<file path="src/rtl/uart_tx_arbiter.sv">
// Round-robin arbiter that lets N_REQ packet sources share one UART transmitter.
// A granted requester keeps the transmitter until its last byte, or until its lock times out.
module uart_tx_arbiter #(
    parameter int unsigned N_REQ        = 4,
    parameter int unsigned LOCK_TIMEOUT = 1024,
    parameter int unsigned BUSY_TIMEOUT = 8
) (
    input  logic                     clk,
    input  logic                     rst,
    input  logic [N_REQ-1:0]         req_valid,
    input  logic [8*N_REQ-1:0]       req_data,
    input  logic [N_REQ-1:0]         req_last,
    output logic [N_REQ-1:0]         req_ready,
    output logic                     tx_start,
    output logic [7:0]               tx_data,
    input  logic                     tx_busy,
    output logic                     grant_valid,
    output logic [$clog2(N_REQ)-1:0] grant_id,
    output logic                     err_lock_timeout,
    output logic                     err_busy_timeout
);

    localparam int unsigned IW = $clog2(N_REQ);
    localparam int unsigned LW = $clog2(LOCK_TIMEOUT);
    localparam int unsigned BW = $clog2(BUSY_TIMEOUT);

    typedef enum logic [2:0] {StIdle, StAccept, StStart, StWaitHi, StWaitLo} state_e;

    state_e          state_q, state_d;
    logic [IW-1:0]   rr_ptr_q, rr_ptr_d;
    logic [IW-1:0]   grant_id_q, grant_id_d;
    logic            grant_valid_q, grant_valid_d;
    logic            tx_start_q, tx_start_d;
    logic [7:0]      tx_data_q, tx_data_d;
    logic            last_q, last_d;
    logic            err_lock_q, err_lock_d;
    logic            err_busy_q, err_busy_d;
    logic [LW-1:0]   lock_cnt_q, lock_cnt_d;
    logic [BW-1:0]   busy_cnt_q, busy_cnt_d;

    logic            found;
    logic [IW-1:0]   pick;
    logic [IW-1:0]   cand;
    logic            finish_byte;

    // First valid requester after rr_ptr, wrapping around.
    always_comb begin
        found = 1'b0;
        pick  = '0;
        cand  = '0;
        for (int unsigned i = 1; i <= N_REQ; i++) begin
            cand = IW'((32'(rr_ptr_q) + i) % N_REQ);
            if (!found && req_valid[cand]) begin
                found = 1'b1;
                pick  = cand;
            end
        end
    end

    always_comb begin
        state_d       = state_q;
        rr_ptr_d      = rr_ptr_q;
        grant_id_d    = grant_id_q;
        grant_valid_d = grant_valid_q;
        tx_start_d    = 1'b0;
        tx_data_d     = tx_data_q;
        last_d        = last_q;
        err_lock_d    = 1'b0;
        err_busy_d    = 1'b0;
        lock_cnt_d    = lock_cnt_q;
        busy_cnt_d    = busy_cnt_q;
        finish_byte   = 1'b0;

        unique case (state_q)
            StIdle: begin
                // A foreign frame on the line holds off arbitration.
                if (found && !tx_busy) begin
                    grant_id_d    = pick;
                    grant_valid_d = 1'b1;
                    lock_cnt_d    = '0;
                    state_d       = StAccept;
                end
            end
            StAccept: begin
                if (req_valid[grant_id_q]) begin
                    tx_data_d  = req_data[{grant_id_q, 3'b000} +: 8];
                    last_d     = req_last[grant_id_q];
                    lock_cnt_d = '0;
                    tx_start_d = 1'b1;
                    state_d    = StStart;
                end else if (lock_cnt_q == LW'(LOCK_TIMEOUT - 1)) begin
                    err_lock_d    = 1'b1;
                    grant_valid_d = 1'b0;
                    rr_ptr_d      = grant_id_q;
                    state_d       = StIdle;
                end else begin
                    lock_cnt_d = lock_cnt_q + 1'b1;
                end
            end
            StStart: begin
                // Counts cycles since tx_start, so the START cycle itself is cycle 1.
                busy_cnt_d = BW'(1);
                state_d    = StWaitHi;
            end
            StWaitHi: begin
                if (tx_busy) begin
                    state_d = StWaitLo;
                end else if (busy_cnt_q == BW'(BUSY_TIMEOUT - 1)) begin
                    err_busy_d  = 1'b1;
                    finish_byte = 1'b1;
                end else begin
                    busy_cnt_d = busy_cnt_q + 1'b1;
                end
            end
            StWaitLo: begin
                if (!tx_busy) begin
                    finish_byte = 1'b1;
                end
            end
            default: state_d = StIdle;
        endcase

        if (finish_byte) begin
            if (last_q) begin
                grant_valid_d = 1'b0;
                rr_ptr_d      = grant_id_q;
                state_d       = StIdle;
            end else begin
                lock_cnt_d = '0;
                state_d    = StAccept;
            end
        end
    end

    always_ff @(posedge clk or posedge rst) begin
        if (rst) begin
            state_q       <= StIdle;
            rr_ptr_q      <= IW'(N_REQ - 1);
            grant_id_q    <= '0;
            grant_valid_q <= 1'b0;
            tx_start_q    <= 1'b0;
            tx_data_q     <= 8'h00;
            last_q        <= 1'b0;
            err_lock_q    <= 1'b0;
            err_busy_q    <= 1'b0;
            lock_cnt_q    <= '0;
            busy_cnt_q    <= '0;
        end else begin
            state_q       <= state_d;
            rr_ptr_q      <= rr_ptr_d;
            grant_id_q    <= grant_id_d;
            grant_valid_q <= grant_valid_d;
            tx_start_q    <= tx_start_d;
            tx_data_q     <= tx_data_d;
            last_q        <= last_d;
            err_lock_q    <= err_lock_d;
            err_busy_q    <= err_busy_d;
            lock_cnt_q    <= lock_cnt_d;
            busy_cnt_q    <= busy_cnt_d;
        end
    end

    always_comb begin
        req_ready = '0;
        if (state_q == StAccept) begin
            req_ready[grant_id_q] = 1'b1;
        end
    end

    assign tx_start         = tx_start_q;
    assign tx_data          = tx_data_q;
    assign grant_valid      = grant_valid_q;
    assign grant_id         = grant_id_q;
    assign err_lock_timeout = err_lock_q;
    assign err_busy_timeout = err_busy_q;

endmodule

</file>
<file path="config.mk">
export PLATFORM = sky130hd
export DESIGN_NAME = uart_tx_arbiter
export DESIGN_NICKNAME = d
export VERILOG_FILES = /design/src/rtl/uart_tx_arbiter.sv
export SDC_FILE = /design/constraint.sdc
export NUM_CORES = 1
export LEC_CHECK = 0
export CORE_MARGIN = 3
export CORE_UTILIZATION = 42
export CTS_BUF_LIST = sky130_fd_sc_hd__clkbuf_8 sky130_fd_sc_hd__clkbuf_16
export DETAILED_ROUTE_END_ITERATION = 8
export PLACE_DENSITY = 0.76
export SETUP_SLACK_MARGIN = 0.15
export SLEW_MARGIN = 30
export SYNTH_ARGS = -nofsm -noshare
export SYNTH_HDL_FRONTEND = slang
export SYNTH_SLANG_ARGS = --single-unit
</file>
<file path="constraint.sdc">
create_clock -name clk -period 2 [get_ports clk]
set_input_delay 0.3 -clock clk [delete_from_list [all_inputs] [get_ports clk]]
set_output_delay 0.3 -clock clk [all_outputs]
set_load 0.05 [all_outputs]
</file>
## Yosys cells after proc, flatten, opt, wreduce, memory -nomap -nowiden

Cells that the tools add are included.

| word-level totals | value |
|---|---|
| bits in registers | 33 |
| input bits | 43 |
| output and inout port bits | 18 |
| word-level logic and storage cells | 111 |

| operators by class | value |
|---|---|
| $add $sub $neg | 6 |
| order comparisons | 6 |
| equal/unequal tests | 12 |
| shift-type cells | 1 |
| muxes and demuxes | 60 |
| reductions and logical operators | 15 |

Operators by type and width:

| cell | number |
|---|---|
| two-way mux 10 bit | 5 |
| variable part select 32 x 6 -> 8 bit | 1 |
| two-way mux 1 bit | 26 |
| two-way mux 3 bit | 7 |
| case mux 10 bit (2 select lines) | 1 |
| two-way mux 2 bit | 9 |
| less-than comparator 2 x 3 -> 1 bit (second input constant) | 5 |
| case mux 3 bit (5 select lines) | 1 |
| binary-select mux 1 bit (select 2 bit) | 6 |
| adder 10 x 1 -> 10 bit (second input constant) | 1 |
| == test 10 bit (second input constant) | 1 |
| == test 3 x 2 -> 1 bit (second input constant) | 2 |
| == test 3 bit (second input constant) | 2 |
| inequality test 2 bit (second input constant) | 3 |
| inequality test 3 bit (second input constant) | 2 |
| case mux 3 bit (2 select lines) | 1 |
| logical AND 1 bit | 5 |
| adder 2 x 1 -> 2 bit (second input constant) | 2 |
| adder 2 bit (second input constant) | 2 |
| zero test 1 bit | 4 |
| two-way mux 4 bit | 1 |
| inequality test 4 bit (second input constant) | 1 |
| case mux 1 bit (2 select lines) | 2 |
| AND reduction 2 bit | 2 |
| other kinds (8) | 8 |

## Logic depth before layout (Yosys ltp)

Gate-level depths: netlist of run 1.

| logic depth | value |
|---|---|
| word-level depth | 18 |
| mapped depth | 8 |
| mapped depth without buffers | 7 |

## Worst setup path before layout of run 1

Ideal clock, no wire load.

| timing | value |
|---|---|
| path type | reg2out |
| from | register grant_id_q[1] (netlist: grant_id[1]) |
| to | output port req_ready[2] |
| data arrival time | 2.465 ns |
| required time | 1.700 ns |
| slack | -0.765 ns |
| stages on the path, launching flop included | 5 |
| path buffers | 2 |
| path through | dfrtp_1 clkbuf_1 clkbuf_1 inv_1 nor3_1 |

| between the ends | value |
|---|---|
| cells in the longest elaborated chain, start to end | 5 |
| elaborated cells between the ends (all ways) | 6 |
| classes of those cells | order compare (2); mux (3); reduce/logical (1) |

RTL lines:

| what | line | text |
|---|---|---|
| start: declaration | 31 | `logic [IW-1:0] grant_id_q, grant_id_d;` |
| start signal: assignment | 151 | `grant_id_q <= grant_id_d;` |
| less-than comparator 2 x 3 -> 1 bit (not written as such) / >= comparator 2 x 1 -> 1 bit (equally long branches) | 166 | `req_ready[grant_id_q] = 1'b1;` |
| logical AND 1 bit (not written as such) | 166 |  |
| two-way mux 1 bit (not written as such) | 166 |  |
| demux 1 bit (select 2 bit) * | 166 |  |
| two-way mux 4 bit * | 165 | `if (state_q == StAccept) begin` |
| end: declaration | 13 | `output logic [N_REQ-1:0] req_ready,` |

Mark *: on every way between the ends. The rest lies on a longest branch, timed or not.

## Worst setup path after layout of run 1

| timing | value |
|---|---|
| from | register state_q[1] |
| to | output port req_ready[3] |

| between the ends | value |
|---|---|
| cells in the longest elaborated chain, start to end | 2 |

RTL lines:

| what | line | text |
|---|---|---|
| start: declaration | 29 | `state_e state_q, state_d;` |
| start signal: assignment | 137 | `state_q <= StIdle;` |
| start signal: assignment | 149 | `state_q <= state_d;` |
| == test 3 x 1 -> 1 bit | 165 |  |
| two-way mux 4 bit | 165 |  |

No other way between the ends.

==> results by group, run 1 <==
STA
  – WHS: 0.188 ns
  – Final worst clock skew: 0.00758 ns
  – Highest Clock Rate: 514 MHz
  – Minimum clock period after layout: 1.95 ns
  – Final setup margin: 0.0526 ns
  – Final setup violating endpoints: 0
  – Hold violation count in the final report: 0
  – Worst-Margin Slew: 0.540 ns
  – Max-slew violation count: 0
  – RSZ-0062 raised after global routing: true
  – Slew Limit Headroom: 63.9%
  – Final setup TNS: 0 ns
  – Final worst-path cycle share: 97.4%

Die
  – Die W: 74.0 µm
  – Initial Util: 43.9%
  – Total die area: 0.00547 mm²
  – Die Ht: 74.0 µm
  – IO Count: 61
  – Core ar.: 0.00441 mm²
  – Site row count: 24

Pwr
  – PwrDens: 1390 mW/mm²
  – Maximum VDD drop: 1.26 mV
  – Design Power: 4.27 mW
  – Static Leakage: 1.27 nW

Synthesis
  – Synthesized area: 0.00194 mm²
  – Part of the Yosys area used for sequential elements: 42.7%
  – Yosys warns: 0
  – Netlist cell types: 40
  – Asr flop ratio synth: 100%
  – Ys flop type: dfrtp_1
  – Syn Inst Count: 187
  – Post-synthesis register bit count: 33
  – Post-synth net total: 233
  – Count of flip-flops with a built-in enable after synthesis: 0
  – Syn avg cell area: 10.4 µm²

Global route
  – Number of global-route vias before repair: 1715
  – Grt total ovfl: 0
  – Initial antenna violation count: 0
  – Largest net degree at the start of global routing: 31
  – GRT Overall Usage: 19.1%
  – First-pass GRT wire length: 8.05 mm

Finish
  – Final instance area: 0.00308 mm²
  – Fraction of layout cells with a size suffix above 1: 33.7%
  – P&R area growth vs syn: 58.8%
  – Most frequent cells in the layout: clkdlybuf4s50_1 (54), buf_4 (30), dfrtp_1 (29), o21ai_0 (16), nor2_1 (14)
  – ANT cells: 0
  – Final Core Density: 69.8%
  – Finished Layout Cells: 331
  – Most common cell after layout, fill and taps aside: clkdlybuf4s50_1
  – Nets@finish: 324

Clocking
  – Sink Count: 33
  – Cts bufs inserted: 5
  – CTS Hold Bufs: 0
  – CTS HTree Levels: 2
  – Clk pin slew, worst setup/hold paths: 0.07 ns
  – Root buf cell: clkbuf_8
  – Max Root-Sink Buffers: 2
  – CTS tree: yes
  – Worst-Skew Late Latency: 0.28 ns

Route
  – Vias after detailed routing: 1840
  – Vias per inst: 5.56
  – Drc violations: 0
  – ANT nets after route: 0
  – Starting DRC count in detailed routing: 107
  – Wire per inst: 16.1 µm
  – Drt total wl: 5.32 mm
  – Initial DRT Pass Iterations: 5

Placement
  – Worst slack at placement: -0.146 ns
  – Post-DP HPWL: 3.85 mm
  – GPL Wtd Cong: 0.866
  – Placed cells: 315
  – Port Buffers: 60
  – Post-DP Area: 0.00284 mm²

Worst setup path
  – Worst path arrival time: 1.65 ns
  – CP peak stage delay: 0.39 ns
  – Worst Setup Path Type: reg2out
  – Worst Reg-to-Reg Cells: 5
  – Crit end category: output pin
  – Crit path launch type: flip-flop
  – Critical path fanouts, max: 5
  – Slowest-stage cell, CP: dfrtp_1
  – Worst path cell trace: buf_6 > or3b_4 > buf_8 > nor3_4 > buf_12
  – Req. time, crit path: 1.70 ns

Flow run
  – Max Cap Violations: 0

Run status
  – Status: complete, no violations

Worst hold path
  – Min-delay worst type: in2async
## power by group
| group | internal [mW] | leakage, nW | switching, mW | total, mW |
|---|---|---|---|---|
| Sequential | 0.907 | 0.411 | 0.188 | 1.09 |
| Combinational | 1.26 | 0.808 | 1.44 | 2.70 |
| Clock | 0.236 | 0.0491 | 0.245 | 0.481 |
| Total | 2.40 | 1.27 | 1.87 | 4.27 |
## state kept, by name, indices dropped and copies added (netlist names)
name	cells
err_busy_timeout	1
grant_valid	1
last_q	1
state_q	3
err_lock_timeout	1
busy_cnt_q	3
rr_ptr_q	2
tx_data	8
tx_start	1
lock_cnt_q	10
grant_id	2
## cell usage after synthesis, drive strengths merged (3+ instances only)
master	number	area [µm²]
mux4	10	225
a21oi	15	75.1
mux2	12	135
nand3	5	25.0
clkbuf	7	26.3
mux2i	4	40.0
ha	3	37.5
inv	8	30.0
buf	3	21.3
nor2	16	62.6
nor3	12	65.1
a22o	3	26.3
a31oi	3	18.8
nand2	11	41.3
o21ai	16	80.1
dfrtp	31	776
## critical path: cells and delay by family, from the launching register on
family	cells	cell delay (ns)
buffers and inverters	3	0.43
DFF	1	0.39
and+or+nand+nor	2	0.54
## logic make-up (layout without fill, tap and decap cells)
group | Yosys count | after routing | synth area share [%]
muxes | 26 | 26 | 20.6
and+or+nand+nor | 58 | 58 | 15.2
AOI/OAI and AO/OA | 49 | 49 | 15.5
DFF | 33 | 33 | 42.7
buffers and inverters | 18 | 110 | 4.00
adders and majority gates | 3 | 3 | 1.94
## cell type report
type,instances,area (µm²)
inverters,8,30.0
well taps,52,65.1
fillers,336,1330
multi-input cells,136,1150
repair buffers,94,926
flip-flops and latches,33,831
clock buffers,5,68.8
clock inverters,3,13.8
## path summary, 6_finish.rpt
path	startpoint	end	slack [ns]
max	state_q[1]$_DFFE_PP0P_	req_ready[3]	0.05
min	rst	tx_data[4]$_DFFE_PP0P_	0.19
max reg2reg	grant_id[0]$_DFFE_PP0P_	lock_cnt_q[3]$_DFF_PP0_	0.17
min reg2reg	grant_valid$_DFF_PP0_	grant_valid$_DFF_PP0_	0.50
max in group asynchronous	rst	rr_ptr_q[1]$_DFF_PP1_	1.16
min in group clk	grant_valid$_DFF_PP0_	grant_valid$_DFF_PP0_	0.50
## layer usage
metal | part of all wire [%] | global-route usage [%] | vias to the layer above | wire (µm)
met1 | 42 | 27.3 | 906 | 2220
met3 | 4.0 | 3.65 | 5 | 213
met2 | 53 | 30.0 | 49 | 2840
met4 | 0.87 | 5.23 | 0 | 46
li1 | - | - | 880 | -
met5 | 0 | 0 | - | 0
## repair_timing
item                       in CTS  in global routing
pin swaps                       4                  4
buffers inserted                4                  4
setup endpoints to repair       8                 14
resized for setup              10                 15
No activity file was read; power rests on OpenSTA's default activity.
==> run 2: changes to the inputs <==
--- a/config.mk
+++ b/config.mk
@@ -7,7 +7,7 @@
 export LEC_CHECK = 0
 export CORE_MARGIN = 3
 export CORE_UTILIZATION = 42
-export CTS_BUF_LIST = sky130_fd_sc_hd__clkbuf_8 sky130_fd_sc_hd__clkbuf_16
+export CTS_BUF_LIST = sky130_fd_sc_hd__clkbuf_4 sky130_fd_sc_hd__clkbuf_8 sky130_fd_sc_hd__clkbuf_16
 export DETAILED_ROUTE_END_ITERATION = 8
 export PLACE_DENSITY = 0.76
 export SETUP_SLACK_MARGIN = 0.15
==> results by group, run 2 (same netlist as run 1, synthesis figures left out) <==
Worst setup path
  – CP Depth: 5
  – Req. time, crit path: 1.70 ns
  – Reg2reg start: grant_id[0]$_DFFE_PP0P_
  – Crit path launch type: flip-flop
  – Crit end category: output pin
  – Slowest-stage cell, CP: dfrtp_1
  – CP peak stage delay: 0.39 ns
  – CP delay by family, top: simple AND/OR/NAND/NOR gates
  – Critical Path End: req_ready[3]
  – Critical path fanouts, max: 5
  – Worst Reg-to-Reg Cells: 5
  – Critical path startpoint: state_q[2]$_DFFE_PP0P_
  – Worst path cell trace: buf_6 > or3b_4 > buf_8 > nor3_4 > buf_12
  – FF-to-FF End: lock_cnt_q[3]$_DFF_PP0_
  – CP bufs+invs: 3
  – Worst path arrival time: 1.65 ns
  – R2r setup slk: 0.14 ns
  – Worst Setup Path Type: reg2out

Route
  – Drt total wl: 5.40 mm
  – Wire per inst: 16.2 µm
  – Vias after detailed routing: 1869
  – Initial DRT Pass Iterations: 4
  – Drc violations: 0
  – ANT nets after route: 0
  – Starting DRC count in detailed routing: 178
  – Vias per inst: 5.60

Die
  – Core ar.: 0.00441 mm²
  – Total die area: 0.00547 mm²
  – Die Ht: 74.0 µm
  – Site row count: 24
  – Die W: 74.0 µm
  – IO Count: 61
  – Initial Util: 43.9%

Global route
  – Largest net degree at the start of global routing: 31
  – GRT Overall Usage: 19.4%
  – Number of global-route vias before repair: 1709
  – Grt total ovfl: 0
  – Initial antenna violation count: 0
  – First-pass GRT wire length: 8.12 mm

Placement
  – GPL Wtd Cong: 0.866
  – Port Buffers: 60
  – Post-DP HPWL: 3.85 mm
  – Post-DP Area: 0.00284 mm²
  – Placed cells: 315

Finish
  – P&R area growth vs syn: 60.6%
  – Most common cell after layout, fill and taps aside: clkdlybuf4s50_1
  – Max reg flops: 10
  – Top reg by flops: lock_cnt_q
  – Most frequent cells in the layout: clkdlybuf4s50_1 (54), buf_4 (32), dfrtp_1 (29), o21ai_0 (16), nor2_1 (14)
  – Fraction of layout cells with a size suffix above 1: 35.1%
  – Finished Layout Cells: 334
  – ANT cells: 0
  – Final instance area: 0.00311 mm²
  – Nets@finish: 327

STA
  – Final setup TNS: 0 ns
  – Max-slew violation count: 0
  – Final worst clock skew: 0.00602 ns
  – Minimum clock period after layout: 1.95 ns
  – WHS: 0.187 ns
  – Worst-Margin Slew: 0.539 ns
  – Final worst-path cycle share: 97.3%
  – Hold violation count in the final report: 0
  – Final setup violating endpoints: 0
  – RSZ-0062 raised after global routing: true
  – Highest Clock Rate: 514 MHz
  – Slew Limit Headroom: 64.0%

Clocking
  – Sink Count: 33
  – Cts bufs inserted: 5
  – Root buf cell: clkbuf_8
  – Worst-Skew Late Latency: 0.28 ns
  – CTS HTree Levels: 2
  – Clk pin slew, worst setup/hold paths: 0.07 ns
  – Max Root-Sink Buffers: 2
  – CTS tree: yes

Run status
  – Status: complete, no violations

Pwr
  – PwrDens: 1380 mW/mm²
  – Static Leakage: 1.28 nW
  – Maximum VDD drop: 1.25 mV

Flow run
  – Max Cap Violations: 0

Worst hold path
  – Min-delay worst type: in2async
-- run 2: layout make-up --
type | count | area (µm²)
Tap cell | 52 | 65.1
Clock buffer | 6 | 76.3
Inverter | 8 | 30.0
Multi-Input combinational cell | 136 | 1150
Clock inverter | 2 | 10.0
Timing Repair Buffer | 97 | 952
Sequential cell | 33 | 831
Fill cell | 331 | 1300
-- run 2: worst min path at each step --
stage                     depth (start not counted)                   endpoint                      start  slack [ns]
after floorplan                                   1  busy_cnt_q[0]$_DFFE_PP0P_                        rst        0.43
after global placement                            1  busy_cnt_q[0]$_DFFE_PP0P_  busy_cnt_q[0]$_DFFE_PP0P_        0.46
after detailed placement                          1  busy_cnt_q[0]$_DFFE_PP0P_  busy_cnt_q[0]$_DFFE_PP0P_        0.48
after CTS                                         2     tx_data[2]$_DFFE_PP0P_                        rst        0.18
after global routing                              2     tx_data[4]$_DFFE_PP0P_                        rst        0.19
final                                             2     tx_data[4]$_DFFE_PP0P_                        rst        0.19
-- run 2: report_power, final --
group / total, mW / internal, mW / switching, mW
clock: 0.498 / 0.255 / 0.243
combinational: 2.72 / 1.27 / 1.45
sequential: 1.10 / 0.907 / 0.188
total: 4.31 / 2.43 / 1.88
-- run 2: routing by layer --
metal / GRT usage (%) / vias to the layer above / routed length [µm]
met4: 5.23 / 0 / 59
met5: 0 / - / 0
met1: 27.3 / 928 / 2300
met2: 30.9 / 45 / 2870
met3: 3.65 / 9 / 167
li1: - / 887 / -
-- run 2: what timing repair did --
item                                    CTS  global route
hold buffers                              0             0
pin swaps                                 4             4
hold endpoints to repair                  0             0
gates resized for setup                  10            16
buffers inserted                          4             7
endpoints found under the setup margin    8            15
-- run 2: metrics by stage --
step / utilization [%] / total power, mW / setup WS (ns)
finish: 70.5 / 4.31 / 0.0536
global route: 70.5 / 4.57 / -0.0252
CTS: 67.8 / 4.21 / 0.00790
detailed placement: 64.2 / 3.58 / -0.146
global placement: 64.2 / 3.52 / -0.128
floorplan: - / 2.73 / -0.0747
